`config.mk`:
```
export PLATFORM = sky130hd
export DESIGN_NAME = red_seq
export DESIGN_NICKNAME = d
export VERILOG_FILES = /design/src/rtl/red_seq.sv
export SDC_FILE = /design/constraint.sdc
export NUM_CORES = 1
export LEC_CHECK = 0
export CAP_MARGIN = 15
export CORE_MARGIN = 8
export CORE_UTILIZATION = 40
export CTS_BUF_LIST = sky130_fd_sc_hd__clkbuf_4
export CTS_CLUSTER_DIAMETER = 40
export DETAILED_ROUTE_END_ITERATION = 6
export DONT_BUFFER_PORTS = 1
export HOLD_SLACK_MARGIN = 0.05
export PLACE_DENSITY = 0.5
export SYNTH_ARGS = -nofsm -noshare
export SYNTH_HDL_FRONTEND = slang
export SYNTH_SLANG_ARGS = --single-unit
```
`constraint.sdc`:
```
create_clock -name clk -period 7.9 [get_ports clk]
set_clock_uncertainty 0.05 [all_clocks]
set_input_delay 1.185 -clock clk [delete_from_list [all_inputs] [get_ports clk]]
set_output_delay 1.185 -clock clk [all_outputs]
set_load 0.005 [all_outputs]
```
`src/rtl/red_seq.sv`:
```
// red_seq: signed nibble-pair reduction sequencer.
// Accepts two 16-bit operands, each holding four signed 4-bit nibbles. It then
// sums all eight nibbles over four cycles using a single 5-bit pair adder and
// a 7-bit accumulator. The result is presented sign-extended on s with a
// valid/ready handshake.
//
// Ports:
//   clk        system clock, rising edge
//   rst        synchronous active-high reset
//   in_valid   operand pair offered
//   in_ready   sequencer can accept operands (IDLE and not in reset)
//   a, b       operands, four signed 4-bit nibbles each
//   abort      synchronous cancel of any operation in flight
//   out_valid  result on s is valid (DONE)
//   out_ready  consumer accepts result
//   s          last completed result, sign-extended to 16 bits
//   busy       state is not IDLE
//
// state | meaning
// IDLE  | waiting for an operand pair
// ACC   | accumulating nibble pair cnt (LSB nibble first)
// DONE  | result presented, waiting for out_ready
module red_seq (
    input  logic        clk,
    input  logic        rst,
    input  logic        in_valid,
    output logic        in_ready,
    input  logic [15:0] a,
    input  logic [15:0] b,
    input  logic        abort,
    output logic        out_valid,
    input  logic        out_ready,
    output logic [15:0] s,
    output logic        busy
);

    typedef enum logic [1:0] {
        IDLE = 2'b00,
        ACC  = 2'b01,
        DONE = 2'b10
    } state_t;

    state_t      state, state_nxt;
    logic [15:0] a_q, b_q;
    logic [1:0]  cnt;
    logic [6:0]  acc;
    logic [3:0]  nib_a, nib_b;
    logic [4:0]  pair;
    logic [6:0]  acc_sum;

    // Shared datapath: select the current nibble pair, add, and accumulate.
    always_comb begin
        nib_a = a_q[3:0];
        nib_b = b_q[3:0];
        case (cnt)
            2'd0: begin nib_a = a_q[3:0];   nib_b = b_q[3:0];   end
            2'd1: begin nib_a = a_q[7:4];   nib_b = b_q[7:4];   end
            2'd2: begin nib_a = a_q[11:8];  nib_b = b_q[11:8];  end
            default: begin nib_a = a_q[15:12]; nib_b = b_q[15:12]; end
        endcase
        pair    = {nib_a[3], nib_a} + {nib_b[3], nib_b};
        acc_sum = acc + {{2{pair[4]}}, pair};
    end

    always_comb begin
        state_nxt = state;
        case (state)
            IDLE:    if (in_valid) state_nxt = ACC;
            ACC:     if (cnt == 2'd3) state_nxt = DONE;
            DONE:    if (out_ready) state_nxt = IDLE;
            default: state_nxt = IDLE;
        endcase
        if (abort) state_nxt = IDLE;
    end

    // in_ready also depends on rst so that it reads low during reset.
    assign in_ready  = (state == IDLE) && !rst;
    assign out_valid = (state == DONE);
    assign busy      = (state != IDLE);

    always_ff @(posedge clk) begin
        if (rst) begin
            state <= IDLE;
            cnt   <= 2'd0;
            acc   <= 7'd0;
            s     <= 16'h0000;
            a_q   <= 16'h0000;
            b_q   <= 16'h0000;
        end else begin
            state <= state_nxt;
            if (abort) begin
                cnt <= 2'd0;
            end else begin
                case (state)
                    IDLE: begin
                        if (in_valid) begin
                            a_q <= a;
                            b_q <= b;
                            acc <= 7'd0;
                            cnt <= 2'd0;
                        end
                    end
                    ACC: begin
                        acc <= acc_sum;
                        cnt <= cnt + 2'd1;
                        // s is only written on the edge that enters DONE.
                        if (cnt == 2'd3) s <= {{9{acc_sum[6]}}, acc_sum};
                    end
                    default: ;
                endcase
            end
        end
    end

endmodule

```
==> results.md, run 1 <==
- Max frequency: ~280 MHz
- Hpwl dp: ~4000 µm
- Synth Area per Inst: slightly above 8 µm²
- Max Slew Vio Count: 0
- TritonRoute pass-1 iters: 4
- Inst Count DP: 353
- RSZ-0062 raised after global routing: no
- Hold depth: 2
- Yosys warnings: 0
- Vias/cell: roughly 5.3
- GR Util All Layers: around 13%
- Drt first-iter violations: 92
- Slew margin rel.: between 20% and 30%
- Root buffer cell: clkbuf_4
- # DRC: 0
- Outcome: completed
- Lkg Pwr: 0.9620 nW
- Max-cap viol count: 0
- DP Worst Slack: ~4300 ps
- Final worst slack: 4314 ps
- Clk slew on worst S/H paths: 140 ps
- Synth-to-layout area growth: 0.2008%
- Sw frac: about a quarter
- Combinational power share: a little over a tenth
- Initial antenna violation count: 0
- IO Count: between 50 and 60
- Maximum clock insertion buffer count: 2
- Largest net degree at the start of global routing: ~50
- Vias in the first global route: ~1.9k
- Psw: ~110 µW
- Hold Violations, Final: 0
- Flop pwr share: 62.3%
- CTS Hold Bufs: 0
- Cts bufs inserted: 5
- Congestion Overflow GR: 0
- H-tree depth: 2
- PwrDens: about 170 mW/mm²
- Placed inst area: 0.002430 mm²
- Largest area contributor in the netlist: dfxtp_1
- Net count, final: 340
- Crit path arrival time: 3790 ps
- Worst setup EP type: flip-flop
- Vert. Die Dim: 94.96 µm
- Minimum clock period: 3586 ps
- Drt total wl: 5634 µm
- Maximum fanout along the worst path: 8
- Sequential fraction of the synthesis area: 40.14%
- Die footprint: about 0.009 mm²
- Via count: ~1.9k
- Internal Pwr Total: between 300 and 400 µW
- Starting Density: a little over two fifths
- Syn_nets: between 300 and 400
- Seq cells post-synth: 50
- Filler cells: 644
- Area contributors post-synth: dfxtp_1 40%, nand2_1 11%, a21oi_1 9.2%, ha_1 7.5%, nor2_1 3.6%
- Wire per inst: 15.56 µm
- First-pass GRT wire length: approximately 9000 µm
- PostCTS Resize Cnt: 0
- Critical path type: flip-flop to flip-flop
- Clock latency at the later pin of the worst-skew pair: around 360 ps
- Final std cells w/o fill: 362
- Die X: between 90 and 100 µm
- Count of different cell masters after synthesis: 40
- PortBufs: 0
- Routability Congestion: about 0.76
- Sink Count: 50
- Final Cycle Share: 45.39%
- Reg2Reg Depth: 13
- Share of cells above drive strength 1: under 10%
- Fin area: 0.002499 mm²
- Startpoint Class: flip-flop
- Minimum hold slack: about 400 ps
- Post-Syn Area: roughly 0.0025 mm²
- Peak supply drop: between 80 and 90 µV
- Final ANT Viol Nets: 0
- Gate Count Post-Synth: about 300
- TritonCTS clock tree: done
- Hold Crit Class: flip-flop to flip-flop
- Most frequent cells in the layout: 70 x nand2_1, 50 x dfxtp_1, 46 x a21oi_1
- Req. time, crit path: around 8100 ps
- Core Area: roughly 0.006 mm²
- Setup Buffers After CTS: 0
- Share of the synthesized area in the top cell type: between 40 and 50%
- Clock Power Share: a little over a quarter
- Worst slew pin tran: between 1000 and 1500 ps
- Antenna diode count: 0
- Total negative slack: 0 ps
- Most common library cell in the layout ignoring fill and taps: nand2_1
- Final number of setup-violating endpoints: 0
- Cell Rows: 28
[cells in the mapped netlist]
master	instances
nor2_1	24
o21bai_1	1
o22ai_1	2
a21o_1	2
or2_4	1
a31o_2	1
a311oi_1	1
nor3_1	5
mux2i_1	4
nor3b_2	1
a22oi_1	5
nand3_1	1
clkbuf_1	9
o211ai_1	1
nor3_4	1
buf_4	9
buf_6	3
a21oi_1	46
o21ai_1	2
fa_1	2
nand2_1	70
inv_1	8
nor4_1	2
buf_2	5
a222oi_1	8
a211oi_1	4
xor2_1	3
o21ai_0	2
and2_1	1
nor2b_1	3
a32o_1	1
or3b_1	1
buf_1	1
nand2b_1	4
dfxtp_1	50
ha_1	15
or2_1	1
inv_2	1
xnor2_1	3
a22o_1	1
[sequential cells by signal, indices dropped and copies added, names as in the netlist]
| register | count |
|---|---|
| a_q | 16 |
| b_q | 16 |
| acc | 7 |
| s | 7 |
| cnt | 2 |
| state | 2 |
[through the flow]
step,power (mW),util [%]
finish,0.4258,41.71
global placement,0.3154,40.56
CTS,0.4317,41.46
global route,0.4499,41.71
floorplan,0.3111,-
detailed placement,0.3164,40.56
[routing by layer]
| metal | vias up | GRT usage [%] | wire (µm) |
|---|---|---|---|
| met5 | - | 0 | 0 |
| met4 | 0 | 3.901 | 32 |
| met3 | 2 | 4.524 | 371 |
| met2 | 47 | 18.89 | 2427 |
| met1 | 870 | 16.63 | 2802 |
| li1 | 1000 | - | - |
[critical path, stage by stage (launching register included)]
cell,delay (ps)
dfxtp_1,420
inv_1,80
ha_1,310
a222oi_1,410
a21oi_1,130
ha_1,250
fa_1,410
xor2_1,190
ha_1,340
o21ai_0,90
nor2_1,170
nor3_1,70
a311oi_1,400
o21ai_0,140
[power by group through the flow]
stage,Clock [mW],Sequential [mW],Combinational [mW]
2_1_floorplan,0,0.269,0.0417
3_3_place_gp,0,0.271,0.0442
3_5_place_dp,0,0.271,0.0456
4_1_cts,0.121,0.265,0.0458
5_1_grt,0.131,0.266,0.0521
6_report,0.115,0.265,0.0458
[final timing paths]
check	startpoint	to	slack, ps
min reg2reg	a_q[0]	a_q[0]	410
min	a_q[0]	a_q[0]	410
max	cnt[0]	acc[5]	4310
max reg2reg	cnt[0]	acc[5]	4310
[layout make-up]
class | count | area (µm²) | share of cell area [%]
clock buffer | 6 | 45.04 | 1.803
inverter | 9 | 33.78 | 1.352
timing repair buffer | 1 | 15.01 | 0.6009
multi-input combinational | 219 | 1301 | 52.08
tap | 75 | 93.84 | 3.756
sequential | 50 | 1001 | 40.06
clock inverter | 2 | 8.758 | 0.3505
[cell families after synthesis]
kind of cell	after synthesis	share of synthesized area (%)
adder cells (fa/ha/maj)	17	9.132
multiplexers	4	1.606
XOR/XNOR	6	2.108
buffers and inverters	36	7.927
AO/OA/AOI/OAI	77	19.12
AND/OR/NAND/NOR	115	19.97
flip-flops	50	40.14
No activity file was read; power rests on OpenSTA's default activity.
==> run 2: changes to the inputs <==
- clock period: 7.9 -> 3.5 ns (I/O delays scaled with it)
==> run 2 against run 1 <==
Worst hold slack worse by 260 ps. Register-to-register slack worse by 4100 ps. Via count grew 0.73%. Critical path depth unchanged. Largest cell class unchanged. Highest routed layer unchanged.
==> results.md, run 2 (synthesized netlist as in run 1, its figures left out) <==
- Maximum fanout along the worst path: 8
- Clock latency at the later pin of the worst-skew pair: roughly 370 ps
- GR Layer Usage met1: approximately 17%
- Hold Violations, Final: 0
- Most common library cell in the layout ignoring fill and taps: nand2_1
- Met2 usage: between 20% and 30%
- Minimum clock period: between 3000 and 4000 ps
- Slew margin rel.: between 20% and 30%
- Final Cycle Share: a little over nine tenths
- Drt first-iter violations: 132
- Fin util: 43.25%
- Congestion Overflow GR: 0
- Worst setup EP type: flip-flop
- PwrDens: about 400 mW/mm²
- M3 GR Usage: 4.444%
- H-tree depth: 2
- Critical path type: flip-flop to flip-flop
- Final ANT Viol Nets: 0
- Share of cells above drive strength 1: approximately 8.0%
- Most frequent cells in the layout: 70 x nand2_1, 49 x dfxtp_1, 43 x a21oi_1
- Hpwl dp: approximately 4000 µm
- Hold Crit Class: primary input to flip-flop
- Clk slew on worst S/H paths: 160 ps
- TritonRoute pass-1 iters: 6
- Max-cap viol count: 0
- Via count: a little under 2k
- Core Area: 0.005991 mm²
- Vias/cell: 5.325
- Hold Startpoint: rst
- Cell Rows: 28
- Max Slew Vio Count: 0
- Top Registers: a_q: 16 flops, b_q: 16 flops
- Cts bufs inserted: 5
- Antenna diode count: 0
- Starting Density: between 40% and 50%
- Initial antenna violation count: 0
- Die footprint: around 0.009 mm²
- Peak supply drop: roughly 170 µV
- # DRC: 0
- Reg2Reg Depth: 13
- GRT Max-Usage Layer: met2
- Net count, final: between 300 and 400
- Vias in the first global route: 1956
- IO Count: between 50 and 60
- CTS Hold Bufs: 0
- RR Startpoint: cnt[1]
- Power Total: roughly 1.0 mW
- Crit path arrival time: around 3500 ps
- Synth-to-layout area growth: 3.914%
- Hold worst-path end: a_q[1]
- Largest net degree at the start of global routing: slightly below 50
- Maximum clock insertion buffer count: 2
- Vert. Die Dim: roughly 95 µm
- Routability Congestion: about 0.76
- R2r endpoint: acc[6]
- Final number of setup-violating endpoints: 0
- Wire per inst: roughly 16 µm
- PortBufs: 0
- Req. time, crit path: roughly 3700 ps
- Worst slew pin tran: between 1000 and 1500 ps
- First-pass GRT wire length: between 9000 and 10000 µm
- Filler cells: between 600 and 700
- Outcome: completed
- TritonCTS clock tree: done
- GR Util All Layers: 13.08%
- Hold depth: 1
- Root buffer cell: clkbuf_4
- Drt total wl: 5651 µm
- Lkg Pwr: slightly below 1 nW
- Max frequency: between 300 and 400 MHz
- Worst R2R Setup Slack: roughly 180 ps
- RSZ-0062 raised after global routing: yes
- Startpoint Class: flip-flop
- Sink Count: 50
- Die X: around 95 µm
-- run 2: changes by cell type in the layout (fill, tap and decap cells not counted), sizes merged --
| cell | delta |
|---|---|
| clkbuf | -1 |
| clkinv | -1 |
| inv | +1 |
| buf | +1 |
| bufinv | +1 |
-- run 2: layout make-up --
type | count | area, µm² | area share [%]
repair buffers | 2 | 15.01 | 0.5794
clock inverters | 3 | 42.54 | 1.642
flip-flops and latches | 50 | 1005 | 38.77
clock buffers | 5 | 37.54 | 1.449
inverters | 9 | 36.28 | 1.400
well taps | 75 | 93.84 | 3.621
multi-input cells | 219 | 1361 | 52.54
-- run 2: worst max path at each step --
stage | from | end | slack (ps)
floorplan | cnt[0] | acc[6] | 230
global placement | cnt[0] | acc[6] | 80
detailed placement | cnt[0] | acc[5] | 50
CTS | cnt[0] | acc[6] | 30
global route | cnt[0] | acc[6] | -30
finish | cnt[1] | acc[6] | 180
-- run 2: routing by layer --
metal  wire length [µm]  vias to the layer above  part of all wire, %
li1                   -                     1005                    -
met1               2685                      864                   48
met2               2459                       59                   44
met3                442                        5                  7.8
met4                 64                        0                  1.1
met5                  0                        -                    0
-- run 2: repair_timing --
| item | 4_1_cts | 5_1_grt |
|---|---|---|
| setup buffers | 0 | 1 |
| resized for setup | 0 | 15 |
| endpoints found under the setup margin | 0 | 6 |
-- run 2: worst max-delay path, cell delays in order (launching register included) --
cell and delay [ps]:
dfxtp_4 400, inv_1 100, ha_4 210, a222oi_1 330, a21oi_1 130, ha_1 230, fa_1 510, inv_1 60
fa_1 430, nand2b_1 190, a21oi_2 140, a211oi_2 50, xnor2_1 150, a32o_1 240
-- run 2: power by group --
group	leakage (nW)	switching, mW	internal [mW]
registers	0.407	0.0107	0.587
logic	0.532	0.0627	0.0420
clock network	0.0432	0.188	0.151
total	0.983	0.262	0.780
-- run 2: metrics by stage --
step                hold slack (ps)  TNS (ps)  std cells  area (µm²)  worst slack (ps)
finish                        151.1         0        363        2591             180.3
global route                  101.3    -47.19        363        2591            -25.38
CTS                           133.5         0        362        2517             32.71
detailed placement            391.2         0        354        2437             53.44
global placement              387.6         0        354        2437             76.67
floorplan                     380.4         0        305        2494             229.4
==> run 3: changes to the inputs <==
- RECOVER_POWER: not set -> 50
- SLEW_MARGIN: not set -> 10
==> results of run 3 <==
The final DEF is identical to that of run 2; final timing and power are the same.
